**src/rtl/phase_manager_if.sv**
```systemverilog
// phase_manager_if
//   Groups the phase-manager control inputs, the phase-shifted PWM inputs and the
//   gated drive / status outputs into one bundle. clk and rst are not part of it.
//   master : drives period_start, enable, fault, d_cmd, high_in, low_in;
//            observes high_out, low_out, n_active, state
//   slave  : the phase_manager side (the mirror image of master)
interface phase_manager_if #(
    parameter int NPHASES = 4,
    parameter int DW      = 10
);
    logic               period_start;
    logic               enable;
    logic               fault;
    logic [DW-1:0]      d_cmd;
    logic [NPHASES-1:0] high_in;
    logic [NPHASES-1:0] low_in;
    logic [NPHASES-1:0] high_out;
    logic [NPHASES-1:0] low_out;
    logic [2:0]         n_active;
    logic [1:0]         state;

    modport master (
        output period_start, enable, fault, d_cmd, high_in, low_in,
        input  high_out, low_out, n_active, state
    );

    modport slave (
        input  period_start, enable, fault, d_cmd, high_in, low_in,
        output high_out, low_out, n_active, state
    );
endinterface

```
**src/rtl/phase_manager.sv**
```systemverilog
// phase_manager
//   Phase-shedding controller for a multi-phase buck. Once per PWM period the duty
//   command is compared against add/shed thresholds; a qualifying condition held for
//   HOLD consecutive periods adds or sheds one phase. Disabled phases hold both FETs
//   off. Also sequences start-up, ordered shut-down and fault blanking.
//   Ports:
//     clk   in  system clock (same clock as the DPWM counter)
//     rst   in  asynchronous active-low reset
//     bus   slave side of phase_manager_if:
//             period_start, enable, fault, d_cmd, high_in, low_in  (inputs)
//             high_out, low_out, n_active, state                   (outputs)
module phase_manager #(
    parameter int            NPHASES = 4,
    parameter int            DW      = 10,
    parameter logic [DW-1:0] ADD_TH  = DW'(400),
    parameter logic [DW-1:0] SHED_TH = DW'(250),
    parameter int            HOLD    = 8
) (
    input  logic            clk,
    input  logic            rst,
    phase_manager_if.slave  bus
);
    localparam int            CW      = $clog2(HOLD + 1);
    localparam logic [CW-1:0] HOLD_C  = CW'(HOLD);
    localparam logic [CW-1:0] HOLD_M1 = CW'(HOLD - 1);
    localparam logic [2:0]    NPH_C   = 3'(NPHASES);

    typedef enum logic [1:0] {
        S_OFF   = 2'd0,
        S_RUN   = 2'd1,
        S_SHUT  = 2'd2,
        S_FAULT = 2'd3
    } state_t;

    state_t             state_q;
    logic [2:0]         n_q;
    logic [CW-1:0]      up_q;
    logic [CW-1:0]      dn_q;
    logic [NPHASES-1:0] target_mask;
    logic [NPHASES-1:0] mask_d;
    logic [NPHASES-1:0] mask_q;
    logic [NPHASES-1:0] high_out_q;
    logic [NPHASES-1:0] low_out_q;

    // Phase-count FSM. Fault is checked every cycle and wins over everything else;
    // all other events are only taken on period_start.
    always_ff @(posedge clk or negedge rst) begin
        if (!rst) begin
            state_q <= S_OFF;
            n_q     <= '0;
            up_q    <= '0;
            dn_q    <= '0;
        end else if (bus.fault) begin
            state_q <= S_FAULT;
            n_q     <= '0;
            up_q    <= '0;
            dn_q    <= '0;
        end else begin
            case (state_q)
                S_OFF: begin
                    if (bus.period_start && bus.enable) begin
                        state_q <= S_RUN;
                        n_q     <= 3'd1;
                    end
                end
                S_RUN: begin
                    if (bus.period_start) begin
                        if (!bus.enable) begin
                            state_q <= S_SHUT;
                            up_q    <= '0;
                            dn_q    <= '0;
                        end else if (bus.d_cmd > ADD_TH) begin
                            dn_q <= '0;
                            // This period is the HOLD-th qualifying one.
                            if (up_q >= HOLD_M1) begin
                                if (n_q < NPH_C) begin
                                    n_q  <= n_q + 3'd1;
                                    up_q <= '0;
                                end else begin
                                    up_q <= HOLD_C;
                                end
                            end else begin
                                up_q <= up_q + CW'(1);
                            end
                        end else if (bus.d_cmd < SHED_TH) begin
                            up_q <= '0;
                            if (dn_q >= HOLD_M1) begin
                                if (n_q > 3'd1) begin
                                    n_q  <= n_q - 3'd1;
                                    dn_q <= '0;
                                end else begin
                                    dn_q <= HOLD_C;
                                end
                            end else begin
                                dn_q <= dn_q + CW'(1);
                            end
                        end else begin
                            up_q <= '0;
                            dn_q <= '0;
                        end
                    end
                end
                S_SHUT: begin
                    if (bus.period_start) begin
                        if (bus.enable) begin
                            state_q <= S_RUN;
                            if (n_q == 3'd0) n_q <= 3'd1;
                        end else if (n_q <= 3'd1) begin
                            n_q     <= '0;
                            state_q <= S_OFF;
                        end else begin
                            n_q <= n_q - 3'd1;
                        end
                    end
                end
                S_FAULT: begin
                    // fault is already known to be low on this branch
                    if (!bus.enable) state_q <= S_OFF;
                end
                default: state_q <= S_OFF;
            endcase
        end
    end

    // Phase 0 is added first and shed last. A mask bit only changes while its
    // high-side input is low, so an enabled/disabled phase never emits a runt pulse.
    always_comb begin
        target_mask = '0;
        mask_d      = mask_q;
        for (int i = 0; i < NPHASES; i++) begin
            target_mask[i] = (3'(i) < n_q);
            if (!bus.high_in[i]) mask_d[i] = target_mask[i];
        end
        if (bus.fault) mask_d = '0;
    end

    // Drive outputs are registered; fault blanks them on the edge that samples it.
    always_ff @(posedge clk or negedge rst) begin
        if (!rst) begin
            mask_q     <= '0;
            high_out_q <= '0;
            low_out_q  <= '0;
        end else begin
            mask_q     <= mask_d;
            high_out_q <= bus.fault ? '0 : (mask_q & bus.high_in);
            low_out_q  <= bus.fault ? '0 : (mask_q & bus.low_in);
        end
    end

    assign bus.high_out = high_out_q;
    assign bus.low_out  = low_out_q;
    assign bus.n_active = n_q;
    assign bus.state    = state_q;
endmodule

```
**src/flat_wrapper.sv**
```systemverilog
// flat-port wrapper written by rule: the top's interface ports become plain ports
module phase_manager_flat 
#(
    parameter int            NPHASES = 4,
    parameter int            DW      = 10,
    parameter logic [DW-1:0] ADD_TH  = DW'(400),
    parameter logic [DW-1:0] SHED_TH = DW'(250),
    parameter int            HOLD    = 8
)
  (clk, rst, bus_period_start, bus_enable, bus_fault, bus_d_cmd, bus_high_in, bus_low_in, bus_high_out, bus_low_out, bus_n_active, bus_state);
  phase_manager_if #(.NPHASES(NPHASES), .DW(DW)) bus_i ();
  input  logic clk;
  input  logic rst;
  input wire logic [$bits(bus_i.period_start)-1:0] bus_period_start;
  input wire logic [$bits(bus_i.enable)-1:0] bus_enable;
  input wire logic [$bits(bus_i.fault)-1:0] bus_fault;
  input wire logic [$bits(bus_i.d_cmd)-1:0] bus_d_cmd;
  input wire logic [$bits(bus_i.high_in)-1:0] bus_high_in;
  input wire logic [$bits(bus_i.low_in)-1:0] bus_low_in;
  output wire logic [$bits(bus_i.high_out)-1:0] bus_high_out;
  output wire logic [$bits(bus_i.low_out)-1:0] bus_low_out;
  output wire logic [$bits(bus_i.n_active)-1:0] bus_n_active;
  output wire logic [$bits(bus_i.state)-1:0] bus_state;
  assign bus_i.period_start = bus_period_start;
  assign bus_i.enable = bus_enable;
  assign bus_i.fault = bus_fault;
  assign bus_i.d_cmd = bus_d_cmd;
  assign bus_i.high_in = bus_high_in;
  assign bus_i.low_in = bus_low_in;
  assign bus_high_out = bus_i.high_out;
  assign bus_low_out = bus_i.low_out;
  assign bus_n_active = bus_i.n_active;
  assign bus_state = bus_i.state;
  phase_manager #(.NPHASES(NPHASES), .DW(DW), .ADD_TH(ADD_TH), .SHED_TH(SHED_TH), .HOLD(HOLD)) u_core (.clk(clk), .rst(rst), .bus(bus_i));
endmodule
```
**config.mk**
```make
export PLATFORM = sky130hd
export DESIGN_NAME = phase_manager_flat
export DESIGN_NICKNAME = d
export VERILOG_FILES = /design/src/rtl/phase_manager_if.sv /design/src/rtl/phase_manager.sv /design/src/flat_wrapper.sv
export SDC_FILE = /design/constraint.sdc
export NUM_CORES = 1
export LEC_CHECK = 0
export CAP_MARGIN = 20
export CORE_ASPECT_RATIO = 0.9
export CORE_MARGIN = 5
export CORE_UTILIZATION = 49
export DETAILED_ROUTE_END_ITERATION = 8
export PLACE_DENSITY_LB_ADDON = 0.15
export SLEW_MARGIN = 20
export SYNTH_ARGS = -nofsm -noshare
export SYNTH_HDL_FRONTEND = slang
export SYNTH_SLANG_ARGS = --single-unit
```
**constraint.sdc**
```tcl
create_clock -name clk -period 2.3 [get_ports clk]
set_input_delay 0.46 -clock clk [delete_from_list [all_inputs] [get_ports clk]]
set_output_delay 0.46 -clock clk [all_outputs]
set_load 0.03 [all_outputs]
```
; Yosys cells after proc, flatten, opt, wreduce, memory -nomap -nowiden
; Cells that the tools add are included.
[word_totals]
regBits = 25
output_inout_bits = 13
[classes]
bitwise_logic = 2
n_mux = 46
n_reduce_logical = 9
order_cmp = 11
eq_ne = 20
addsub = 4
[op_table]
columns = op, count
row1 = two-way mux 4 bit, 18
row2 = two-way mux 3 bit, 14
row3 = two-way mux 2 bit, 8
row4 = "!= test 3 bit, second input constant", 5
row5 = "!= test 4 x 2 -> 1 bit, second input constant", 3
row6 = AND reduction 11 bit, 1
row7 = "> comparator 10 x 9 -> 1 bit, second input constant", 1
row8 = "less-than comparator 10 x 8 -> 1 bit, second input constant", 1
row9 = one-hot mux 3 bit (3 select lines), 1
row10 = "adder 4 x 1 -> 4 bit, second input constant", 2
row11 = bitwise AND 4 bit, 2
row12 = "greater-or-equal comparator 4 x 3 -> 1 bit, second input constant", 2
row13 = "!= test 2 bit, second input constant", 4
row14 = "!= test 4 x 3 -> 1 bit, second input constant", 2
row15 = "!= test 4 bit, second input constant", 2
row16 = one-hot mux 2 bit (4 select lines), 1
row17 = "less-than comparator 1 x 3 -> 1 bit, first input constant", 2
row18 = "less-than comparator 2 x 3 -> 1 bit, first input constant", 2
row19 = AND reduction 6 bit, 1
row20 = "equality test 2 bit, second input constant", 2
row21 = two-way mux 1 bit, 4
row22 = nonzero test 2 bit, 2
row23 = nonzero test 4 bit, 1
row24 = "adder 3 x 1 -> 3 bit, second input constant", 1
row25 = 10 further kinds, 10

; Logic depth before layout (Yosys ltp)
[depth]
depth_word = 9
depth_mapped = 8

; Worst setup path before layout
; OpenSTA, ideal clock, no wires.
[synth_path]
path_type = register to register
from = register u_core.n_q[1] (netlist: u_core.bus.n_active[1])
to = register u_core.n_q[0] (netlist: u_core.bus.n_active[0])
arrival_ns = 1.993
path_buffers = 0
stages_incl_launch_ff = 8
path_slack_ns = 0.182
synth_period_minus_slack_ns = 2.118
required_time_ns = 2.175
cell_sequence = dfrtp_1 > inv_1 > ha_1 > o21bai_1 > a21o_1 > o221a_4 > nor2_2 > mux2_4
[synth_via]
elab_chain_cells = 6
elab_cells_between_ends = 13
classes_between = order compare: 3 / eq/ne: 3 / mux: 5 / reduce/logical: 2
[synth_lines]
columns = item, line_no
row1 = "start, declared", phase_manager.sv:36  ; logic [2:0] n_q;
row2 = "start signal, assigned", phase_manager.sv:77  ; n_q <= n_q + 3'd1;
row3 = "start signal, assigned", phase_manager.sv:89  ; n_q <= n_q - 3'd1;
row4 = "start signal, assigned", phase_manager.sv:112  ; n_q <= n_q - 3'd1;
row5 = less-or-equal comparator 3 x 1 -> 1 bit, phase_manager.sv:108  ; end else if (n_q <= 3'd1) begin
row6 = two-way mux 3 bit, phase_manager.sv:108
row7 = two-way mux 3 bit, phase_manager.sv:105  ; if (bus.enable) begin
row8 = two-way mux 3 bit, phase_manager.sv:104  ; if (bus.period_start) begin
row9 = one-hot mux 3 bit (3 select lines), phase_manager.sv:59  ; case (state_q)
row10 = two-way mux 3 bit, phase_manager.sv:53  ; end else if (bus.fault) begin
; Parallel ways exist; a longest one is shown, timed or not. The select of a mux whose other input is x is not followed.
; A chain may end at the register's enable or synchronous reset.

; Worst setup path in the final report
; Same ends and word-level chain as after synthesis.

==> impl_metrics.csv <==
group,metric,value,unit
outcome,outcome,"completed",
logic_synthesis,synthesis.area,0.001516,mm2
logic_synthesis,synth_edf_count,0,
power,power_frac_clock,13.0,%
timing,setup_ws,0.2347,ns
timing,final.setup.tns,0,ns
logic_synthesis,ys_warn_count,0,
die,die_w,68.64,um
critical_path,critPathMaxFanout,5,
route,drc,0,
critical_path,crit_family,"compound AO/OA/AOI/OAI gates",
route,route.vias.total,1353,
power,power.switching,0.0006182,W
clocking,htreeDepth,1,
timing,whs,0.4832,ns
global_routing,grt.overflow.total,0,
finish,diodes,0,
finish,fill_cells,270,
place,dp_hpwl,2841,um
route,wl_per_cell,14.43,um
critical_path,endpoint,"u_core.bus.n_active[0]",
die,initial_core_util,50.23,%
route,postRouteWirelength,3564,um
global_routing,grt_pass1_wl,5878,um
critical_path,worstSetupPathType,"reg -> reg",
critical_path,cp_slowest_cell,"dfrtp_1",
logic_synthesis,yosysSeqAreaShare,41.25,%
min_path,min_path_type,"in -> async",
clocking,clk_pin_slew,0.14,ns
global_routing,antenna_found_initial,0,
clocking,cts.path.max_buffers,2,
timing,finalSetupViolCount,0,
logic_synthesis,syn-num-nets,194,
logic_synthesis,synthCells,161,
timing,rsz0062_at_grt,"false",
timing,slew_violations,0,
place,routabilityCongestion,0.8653,
logic_synthesis,synth_ff_type,"dfrtp_1",
power,p_comb_share,50.5,%
power,p_seq_share,36.5,%
die,fp.coreArea,0.003019,mm2
critical_path,cpPeakStageDelay,0.44,ns
power,peakVddDrop,0.6001,mV
global_routing,grt_pass1_vias,1302,
critical_path,critPathLaunch,"u_core.bus.n_active[1]",
place,io_buffers,35,
die,placementRows,19,
logic_synthesis,syn_area_per_cell,9.419,um2
timing,hold_viol_final,0,
flow_run,maxCapViolCount,0,
route,drt_iter0_drc,81,
timing,clock_skew,0.004104,ns
critical_path,reg2reg_to,"u_core.bus.n_active[0]",
critical_path,start_kind,"flip-flop",
global_routing,track_usage,17.57,%
logic_synthesis,synth_seq_cells,25,
critical_path,crit_buf_inv,1,
place,pre_cts_ws,0.04588,ns
global_routing,grt_max_degree,26,
critical_path,r2r_start,"u_core.bus.n_active[1]",
clocking,cts_resized,0,
clocking,clkSinkCount,25,
power,internal_power,0.0009000,W
logic_synthesis,synth_area_leaders,"dfrtp_1, ha_1, a21oi_1",
route,first_pass_iters,4,
route,vias_per_cell,5.478,
critical_path,r2r_slack,0.23,ns
critical_path,crit_chain,"inv_1 > ha_1 > o21bai_1 > a21o_1 > o221a_4 > nor2_2 > mux2_4",
logic_synthesis,synth_common_cells,"dfrtp_1, nor2_1, nand2_1, a21oi_1, ha_1",
logic_synthesis,yosysTopAreaCell,"dfrtp_1",
logic_synthesis,yosysMostFrequentCell,"dfrtp_1",
clocking,cts_tree,"done",
clocking,root_buffer,"clkbuf_4",
logic_synthesis,synthArstFlopShare,100.0,%
power,p_per_area,760.3,mW/mm2
critical_path,arrival,2.28,ns
clocking,cts_buffers,3,
critical_path,worst-path-stages,7,
clocking,postCtsHoldBufs,0,
route,ant_nets,0,
die,die_height,62.78,um
power,p_total,0.001518,W
power,leakagePower,0.8989,nW
logic_synthesis,synth.distinct_cells,45,
finish,layout.nets,239,
die,dieArea,0.004309,mm2
timing,fmax,0.4842,GHz
clocking,clkLatencyLatePin,0.31,ns
critical_path,crit_required,2.52,ns
finish,syn2layout_area_growth,31.68,%
die,floorplan.io_pins,36,
timing,worst_pin_slew,0.3685,ns
power,p_sw_share,40.72,%
timing,slew_headroom,75.38,%
timing,fin_crit_sh,89.80,%
clocking,post_cts_buffers,0,
critical_path,crit_path_end_kind,"flip-flop",
critical_path,reg2reg_depth,7,
timing,period_minus_slack,2.065,ns
finish,drive_gt1_share,11.22,%
logic_synthesis,netlist.area_leader.share,41.25,%
-- worst reg2reg max path: stages, from the launching register on --
cell and delay (ns):
dfrtp_1 0.44, inv_1 0.12, ha_1 0.19, o21bai_1 0.23, a21o_1 0.26, o221a_4 0.27, nor2_2 0.16, mux2_4 0.31
-- how the worst min path moves through the flow --
stage                     slack, ns                     end
after floorplan                0.16  u_core.bus.high_out[0]
after global placement         0.49          u_core.up_q[1]
after detailed placement       0.51          u_core.up_q[1]
after CTS                      0.49  u_core.bus.high_out[2]
after global routing           0.50   u_core.bus.low_out[1]
final                          0.48        u_core.mask_q[2]
-- registers in the layout, summed over array words and instances, names as in the netlist --
signal and count:
u_core.bus.high_out 4, u_core.bus.low_out 4, u_core.bus.n_active 3, u_core.bus.state 2, u_core.dn_q 4, u_core.mask_q 4, u_core.up_q 4
-- stage by stage --
step	cell area (um2)	utilization (%)	cells
floorplan	1516	-	161
global placement	1969	65.23	243
detailed placement	1969	65.23	243
CTS	1997	66.14	247
global route	1997	66.14	247
finish	1997	66.14	247
-- cell families (layout without fill, tap and decap cells) --
group,count (synthesis),after routing,share of synthesized area (%)
buf+inv,14,58,3.630
mux,7,7,4.950
fa+ha+maj,10,10,8.251
simple gates,61,61,21.45
flops,25,25,41.25
compound gates,44,44,20.46
-- final cells by class --
class	count	area (um2)	area share, %
clock buffer	3	22.52	1.128
clock inverter	1	5.005	0.2506
inverter	10	37.54	1.880
multi-input combinational	122	835.8	41.85
sequential	25	625.6	31.33
tap	42	52.55	2.632
timing repair buffer	44	417.9	20.93
-- power groups by stage --
stage / Clock, W / Sequential (W) / Combinational, W
5_1_grt: 0.000227 / 0.000568 / 0.000851
3_5_place_dp: 0 / 0.000565 / 0.000761
3_3_place_gp: 0 / 0.000560 / 0.000762
6_report: 0.000197 / 0.000555 / 0.000767
2_1_floorplan: 0 / 0.000635 / 0.000424
4_1_cts: 0.000207 / 0.000557 / 0.000767
-- cells in the final DEF, fill, tap and decap left out, types with 2 or more instances in the layout --
cell / n
buf_4: 9
ha_1: 10
nand3_1: 4
o221a_4: 2
nand2b_1: 3
nand2_1: 15
mux2i_1: 6
clkdlybuf4s50_1: 35
a31oi_1: 2
a21oi_1: 13
o211ai_1: 2
dfrtp_1: 25
nand4_1: 2
and3_1: 8
o22ai_1: 2
o21ai_0: 9
or2_2: 2
clkbuf_4: 3
nor2_1: 16
nor2b_1: 3
inv_1: 9
-- metal layers --
metal | up-vias | track usage [%] | part of all wire (%)
met2 | 49 | 28.37 | 46
li1 | 671 | - | -
met5 | - | 0 | 0
met3 | 2 | 3.417 | 8.1
met1 | 631 | 23.98 | 45
met4 | 0 | 3.722 | 0.51
Power figures use the tool's default switching activity.
